<file path="src/rtl/pps_sync_gen.sv">
// pps_sync_gen: measures an external PPS, tracks lock with an UNLOCKED/ACQUIRE/LOCKED/HOLDOVER
// state machine, and produces a local PPS pulse that is resynchronised to valid external edges.
module pps_sync_gen #(
   parameter int unsigned NOMINAL = 125000000,
   parameter int unsigned TOL     = 1250,
   parameter int unsigned PULSE_W = 12500000
) (
   input  logic        CLK,
   input  logic        RST,
   input  logic        pps_in,
   input  logic        enable,
   input  logic        force_free,
   output logic        pps_out,
   output logic        pps_tick,
   output logic        locked,
   output logic [31:0] period,
   output logic [7:0]  miss_cnt
);

   typedef enum logic [1:0] {StUnlocked, StAcquire, StLocked, StHoldover} state_e;

   localparam logic [32:0] PerLo      = (NOMINAL > TOL) ? 33'(NOMINAL - TOL) : 33'd0;
   localparam logic [32:0] PerHi      = 33'(NOMINAL) + 33'(TOL);
   localparam logic [31:0] CtrTimeout = 32'(NOMINAL + TOL);
   localparam logic [31:0] GenLast    = 32'(NOMINAL - 1);
   localparam logic [31:0] WidthLoad  = 32'(PULSE_W - 1);

   // Input synchronizer and edge detection
   logic        s1_q, s2_q, s3_q;
   logic [1:0]  fill_q;
   logic        armed_q;
   logic        ext_edge;

   // Measurement and lock tracking
   logic [31:0] ctr_q, ctr_d;
   state_e      state_q, state_d;
   logic [31:0] period_q, period_d;
   logic [7:0]  miss_q, miss_d;
   logic [31:0] hold_q, hold_d;
   logic [32:0] meas;
   logic        valid;
   logic        timeout;
   logic        miss_inc;
   logic        resync;

   // Local generator and pulse shaping
   logic [31:0] gen_q, gen_d;
   logic        tick_q, tick_d;
   logic [31:0] width_q, width_d;
   logic        out_q, out_d;

   // Synchronize pps_in; armed_q blocks edges until a real 0 sample has reached s2 after reset,
   // so a pps_in held high across reset release is not mistaken for a rising edge.
   always_ff @(posedge CLK or posedge RST) begin
      if (RST) begin
         s1_q    <= 1'b0;
         s2_q    <= 1'b0;
         s3_q    <= 1'b0;
         fill_q  <= 2'd0;
         armed_q <= 1'b0;
      end else begin
         s1_q <= pps_in;
         s2_q <= s1_q;
         s3_q <= s2_q;
         if (fill_q != 2'd2) fill_q <= fill_q + 2'd1;
         if (fill_q == 2'd2 && !s2_q) armed_q <= 1'b1;
      end
   end

   assign ext_edge = s2_q & ~s3_q & armed_q;
   assign meas     = {1'b0, ctr_q} + 33'd1;
   assign valid    = (meas >= PerLo) && (meas <= PerHi);
   assign timeout  = (ctr_q == CtrTimeout);

   // Period counter, lock state machine and missed-second accounting
   always_comb begin
      state_d  = state_q;
      period_d = period_q;
      miss_d   = miss_q;
      hold_d   = '0;
      miss_inc = 1'b0;
      resync   = 1'b0;
      if (ext_edge) begin
         ctr_d    = '0;
         period_d = meas[32] ? '1 : meas[31:0];
      end else if (ctr_q == '1) begin
         ctr_d = ctr_q;
      end else begin
         ctr_d = ctr_q + 32'd1;
      end
      case (state_q)
         StUnlocked: begin
            if (ext_edge) state_d = StAcquire;
         end
         StAcquire: begin
            if (ext_edge) begin
               if (valid) begin
                  state_d = StLocked;
                  resync  = 1'b1;
               end
            end else if (timeout) begin
               state_d = StUnlocked;
            end
         end
         StLocked: begin
            if (ext_edge) begin
               if (valid) resync = 1'b1;
               else       state_d = StAcquire;
            end else if (timeout) begin
               state_d  = StHoldover;
               miss_inc = 1'b1;
            end
         end
         StHoldover: begin
            if (ext_edge) begin
               state_d = StAcquire;
            end else if (hold_q == GenLast) begin
               miss_inc = 1'b1;
            end else begin
               hold_d = hold_q + 32'd1;
            end
         end
         default: state_d = StUnlocked;
      endcase
      if (miss_inc && miss_q != 8'hff) miss_d = miss_q + 8'd1;
      if (force_free) resync = 1'b0;
   end

   // Free-running generator; a resync restarts the second and wins over a coincident wrap
   always_comb begin
      gen_d  = gen_q + 32'd1;
      tick_d = 1'b0;
      if (!enable) begin
         gen_d = '0;
      end else if (resync || gen_q == GenLast) begin
         gen_d  = '0;
         tick_d = 1'b1;
      end
   end

   // Pulse stretcher: a tick (re)loads the width count, output stays high through count 0
   always_comb begin
      width_d = '0;
      out_d   = 1'b0;
      if (enable) begin
         if (tick_d) begin
            width_d = WidthLoad;
            out_d   = 1'b1;
         end else if (width_q != '0) begin
            width_d = width_q - 32'd1;
            out_d   = 1'b1;
         end
      end
   end

   // State registers
   always_ff @(posedge CLK or posedge RST) begin
      if (RST) begin
         ctr_q    <= '0;
         state_q  <= StUnlocked;
         period_q <= '0;
         miss_q   <= '0;
         hold_q   <= '0;
         gen_q    <= '0;
         tick_q   <= 1'b0;
         width_q  <= '0;
         out_q    <= 1'b0;
      end else begin
         ctr_q    <= ctr_d;
         state_q  <= state_d;
         period_q <= period_d;
         miss_q   <= miss_d;
         hold_q   <= hold_d;
         gen_q    <= gen_d;
         tick_q   <= tick_d;
         width_q  <= width_d;
         out_q    <= out_d;
      end
   end

   assign pps_out  = out_q & enable;
   assign pps_tick = tick_q & enable;
   assign locked   = (state_q == StLocked);
   assign period   = period_q;
   assign miss_cnt = miss_q;

endmodule

</file>
<file path="config.mk">
export PLATFORM = sky130hd
export DESIGN_NAME = pps_sync_gen
export DESIGN_NICKNAME = d
export VERILOG_FILES = /design/src/rtl/pps_sync_gen.sv
export SDC_FILE = /design/constraint.sdc
export NUM_CORES = 1
export LEC_CHECK = 0
export BUFFER_PORTS_ARGS = -buffer_cell sky130_fd_sc_hd__buf_4
export CORE_ASPECT_RATIO = 1.25
export CORE_MARGIN = 1.5
export CORE_UTILIZATION = 50
export DETAILED_ROUTE_END_ITERATION = 12
export PLACE_DENSITY = 0.8
export SETUP_SLACK_MARGIN = 0.15
export SKIP_CTS_REPAIR_TIMING = 1
export SYNTH_ARGS = -nofsm -noshare
export SYNTH_HDL_FRONTEND = slang
export SYNTH_SLANG_ARGS = --single-unit
</file>
<file path="constraint.sdc">
create_clock -name CLK -period 5.3 [get_ports CLK]
set_input_delay 0.265 -clock CLK [delete_from_list [all_inputs] [get_ports CLK]]
set_output_delay 0.265 -clock CLK [all_outputs]
set_load 0.005 [all_outputs]
</file>
==> results by group <==
Clock network
  • CTS Sinks: 178
  • CTS max path bufs: 2
  • CTS clk-pin slew, worst paths: 0.07 ns
  • Htree depth: 4
  • CTS tree: yes
  • CTS Buf Count: 17
  • Clk_lat worst skew: 0.44 ns
  • Clk root buf: clkbuf_16

Synth
  • #FFs+latches synth: 178
  • YS warnings: 0
  • Top cells by count, synth: 178 x dfrtp_1, 158 x nor2_1, 103 x nand2_1
  • Post-synth top area share: 48.8%
  • Sequential share of the synthesized area: 48.8%
  • Synth Instances: 984
  • Synth area leader: dfrtp_1
  • Syn Nets: 1001
  • Mapped Area: 9120 sq um
  • Cell variety after synth: 58
  • Ranking of synthesized cells by area: dfrtp_1 49%, nor2_1 6.5%, xor2_1 6.2%
  • Post-synth EDFFs: 0
  • Top-count cell post-synth: dfrtp_1
  • Async SR Flop Fraction: 100%
  • Syn avg cell area: 9.27 sq um
  • Main synth FF type: dfrtp_1

Critical path
  • Max incr delay on CP: 0.72 ns
  • Register-to-Register Path Depth: 10
  • CP top delay family: simple AND/OR/NAND/NOR gates
  • Slowest cell on the critical path: or4b_2
  • CP Launch Type: flop
  • R2R Path Start: ctr_q[3]
  • Crit path kind: flop to flop
  • CP Capture Type: flop
  • Reg-to-reg setup timing slack: 1.24 ns
  • Worst Path Required: 5.60 ns
  • Critical-path cell list: nand4_2, or4_1, xnor2_1, nand4_1, or4b_2, o31ai_1, nand4_2, nand3_1, buf_4, nor3_1
  • CP bufs+invs: 1
  • CP Data Arrival Time: 4.35 ns
  • CP most frequent cell: nand4_2
  • Crit Reg-Reg Endpoint: width_q[9]
  • Worst-path fanout max: 48

STA
  • Final hold violations: 75
  • Part of the cycle the worst path needs: 76.5%
  • Max-slew violation count: 0
  • RSZ-0062 raised after global routing: false
  • Slew HR: 18.7%
  • WHS: -0.0567 ns
  • Min Tclk post-route: 4.06 ns
  • Setup_tns: 0 ns
  • Setup WS post-layout: 1.24 ns
  • Worst Max-Slew Pin Slew: 1.22 ns
  • Worst Clk Skew: 0.0211 ns
  • Setup violations, final: 0
  • FMAX: 247 MHz

Die
  • Die area: 19100 sq um
  • Top-level port count: 48
  • Die W: 124 um
  • Standard-cell row count: 55
  • Initial Util: 50.8%
  • Core area: 18000 sq um
  • Die extent in y: 154 um

Final layout
  • Reg area: 4450 sq um
  • Multi-input logic area: 4390 sq um
  • Share of post-route cells with drive strength above 1: 10.3%
  • Fill count: 1562
  • Area Overhead vs Synth: 12.1%
  • Antenna Cells: 0
  • NumNets Final: 1032

Job
  • Max_cap viols: 0

Placed design
  • Pre-CTS WS: 1.31 ns
  • Number of I/O port buffers: 47
  • GPL Wtd Cong: 0.916
  • Post-DP HPWL: 12.6 mm

GRT
  • Total track usage: 21.0%
  • Largest net degree at the start of global routing: 78
  • First-pass GRT wire length: 32.1 mm
  • Vias in the first global route: 6786
  • Total congestion overflow: 0
  • Antenna violations before repair: 0

Run status
  • Failing checks: hold timing
  • Status: finished, violations left

Detailed routing
  • DRC Markers: 0
  • ANT nets after route: 0
  • Initial DRT Pass Iterations: 5
  • Final wirelength: 18.5 mm
  • Post-DR vias/cell: 5.51
  • Starting DRT DRC Count: 437
  • Routed vias: 6924
  • Drt wl/cell: 14.7 um

Power and ir drop
  • PwrDens: 350 nW/um^2
  • Leak: 4.58 nW
  • Worst vdd rail ir drop: 0.000264 V
  • Pwr Total: 0.00358 W

Hold path
  • Worst hold path type: primary input to async pin
final cells by class:
type                       instances  share of cell area [%]
timing repair buffer              55                    4.06
tap                              228                    2.79
multi-input combinational        739                    42.9
clock buffer                      18                    4.29
clock inverter                    14                    1.44
inverter                          24                   0.930
sequential                       178                    43.6
worst reg2reg max path, cell delays in order, from the launching register on:
cell and delay (ns):
dfrtp_1 0.54, nand4_2 0.36, or4_1 0.71, xnor2_1 0.29
nand4_1 0.24, or4b_2 0.72, o31ai_1 0.15, nand4_2 0.21
nand3_1 0.12, buf_4 0.42, nor3_1 0.15
how the worst max path moves through the flow:
| stage | from | endpoint | cells after the start |
|---|---|---|---|
| after floorplan | RST | armed_q | 1 |
| after global placement | ctr_q[3] | width_q[29] | 10 |
| after detailed placement | ctr_q[3] | width_q[6] | 10 |
| after CTS | ctr_q[3] | width_q[9] | 10 |
| after global routing | ctr_q[0] | width_q[28] | 12 |
| final | ctr_q[3] | width_q[9] | 10 |
layer usage:
layer	vias up	part of all wire, %	routed length, um	GRT usage, %
li1	3445	-	-	-
met1	3314	46	8420	28.1
met2	134	49	8970	33.3
met3	31	3.7	683	4.19
met4	0	2.2	400	8.21
met5	-	0	0	0
registers in the layout, summed over array words and instances, names as in the netlist:
register and flops:
armed_q 1, width_q 32, period 32, out_q 1, gen_q 32, fill_q 2
ctr_q 32, s2_q 1, state_q 2, s1_q 1, tick_q 1, miss_cnt 8
s3_q 1, hold_q 32
cell families after synthesis:
group | count (synthesis) | share of synthesized area (%)
buffers and inverters | 67 | 3.09
multiplexers | 7 | 0.782
flip-flops | 178 | 48.8
XOR/XNOR | 121 | 11.6
AND/OR/NAND/NOR | 501 | 27.1
adder cells (fa/ha/maj) | 12 | 1.65
AO/OA/AOI/OAI | 98 | 6.93
stage by stage:
stage | util [%] | cells | instance area (sq um)
2_1_floorplan | - | 984 | 9120
3_3_place_gp | 53.6 | 1223 | 9630
3_5_place_dp | 53.6 | 1223 | 9630
4_1_cts | 56.9 | 1255 | 10200
5_1_grt | 56.9 | 1256 | 10200
6_report | 56.9 | 1256 | 10200
report_power, final:
part | internal (W) | leakage (nW) | switching, W
registers | 0.00147 | 2.43 | 0.000123
clock network | 0.000637 | 0.280 | 0.000589
logic | 0.000335 | 1.86 | 0.000421
placed cells by master, fill, tap and decap left out, types with 5 or more instances in the layout:
cell / Yosys / layout
dfrtp_1: 178 / 178
nor2_1: 158 / 157
nand2_1: 103 / 103
xor2_1: 65 / 65
xnor2_1: 56 / 56
nand3_1: 55 / 55
buf_4: 4 / 54
nor3_1: 44 / 44
o21ai_0: 41 / 41
nand4_1: 25 / 25
nor4_1: 25 / 25
inv_1: 24 / 23
a21o_1: 21 / 21
and3_1: 18 / 18
clkbuf_16: 0 / 17
ha_1: 12 / 12
a21oi_1: 10 / 10
or3_1: 8 / 8
and2_1: 8 / 8
or4_1: 7 / 7
nor4b_1: 7 / 7
mux2i_1: 6 / 6
nand2b_1: 6 / 6
a31oi_1: 6 / 6
nor2b_1: 5 / 5
or2_2: 5 / 5
nand4b_1: 5 / 5
(Power assumes the default switching activity.)
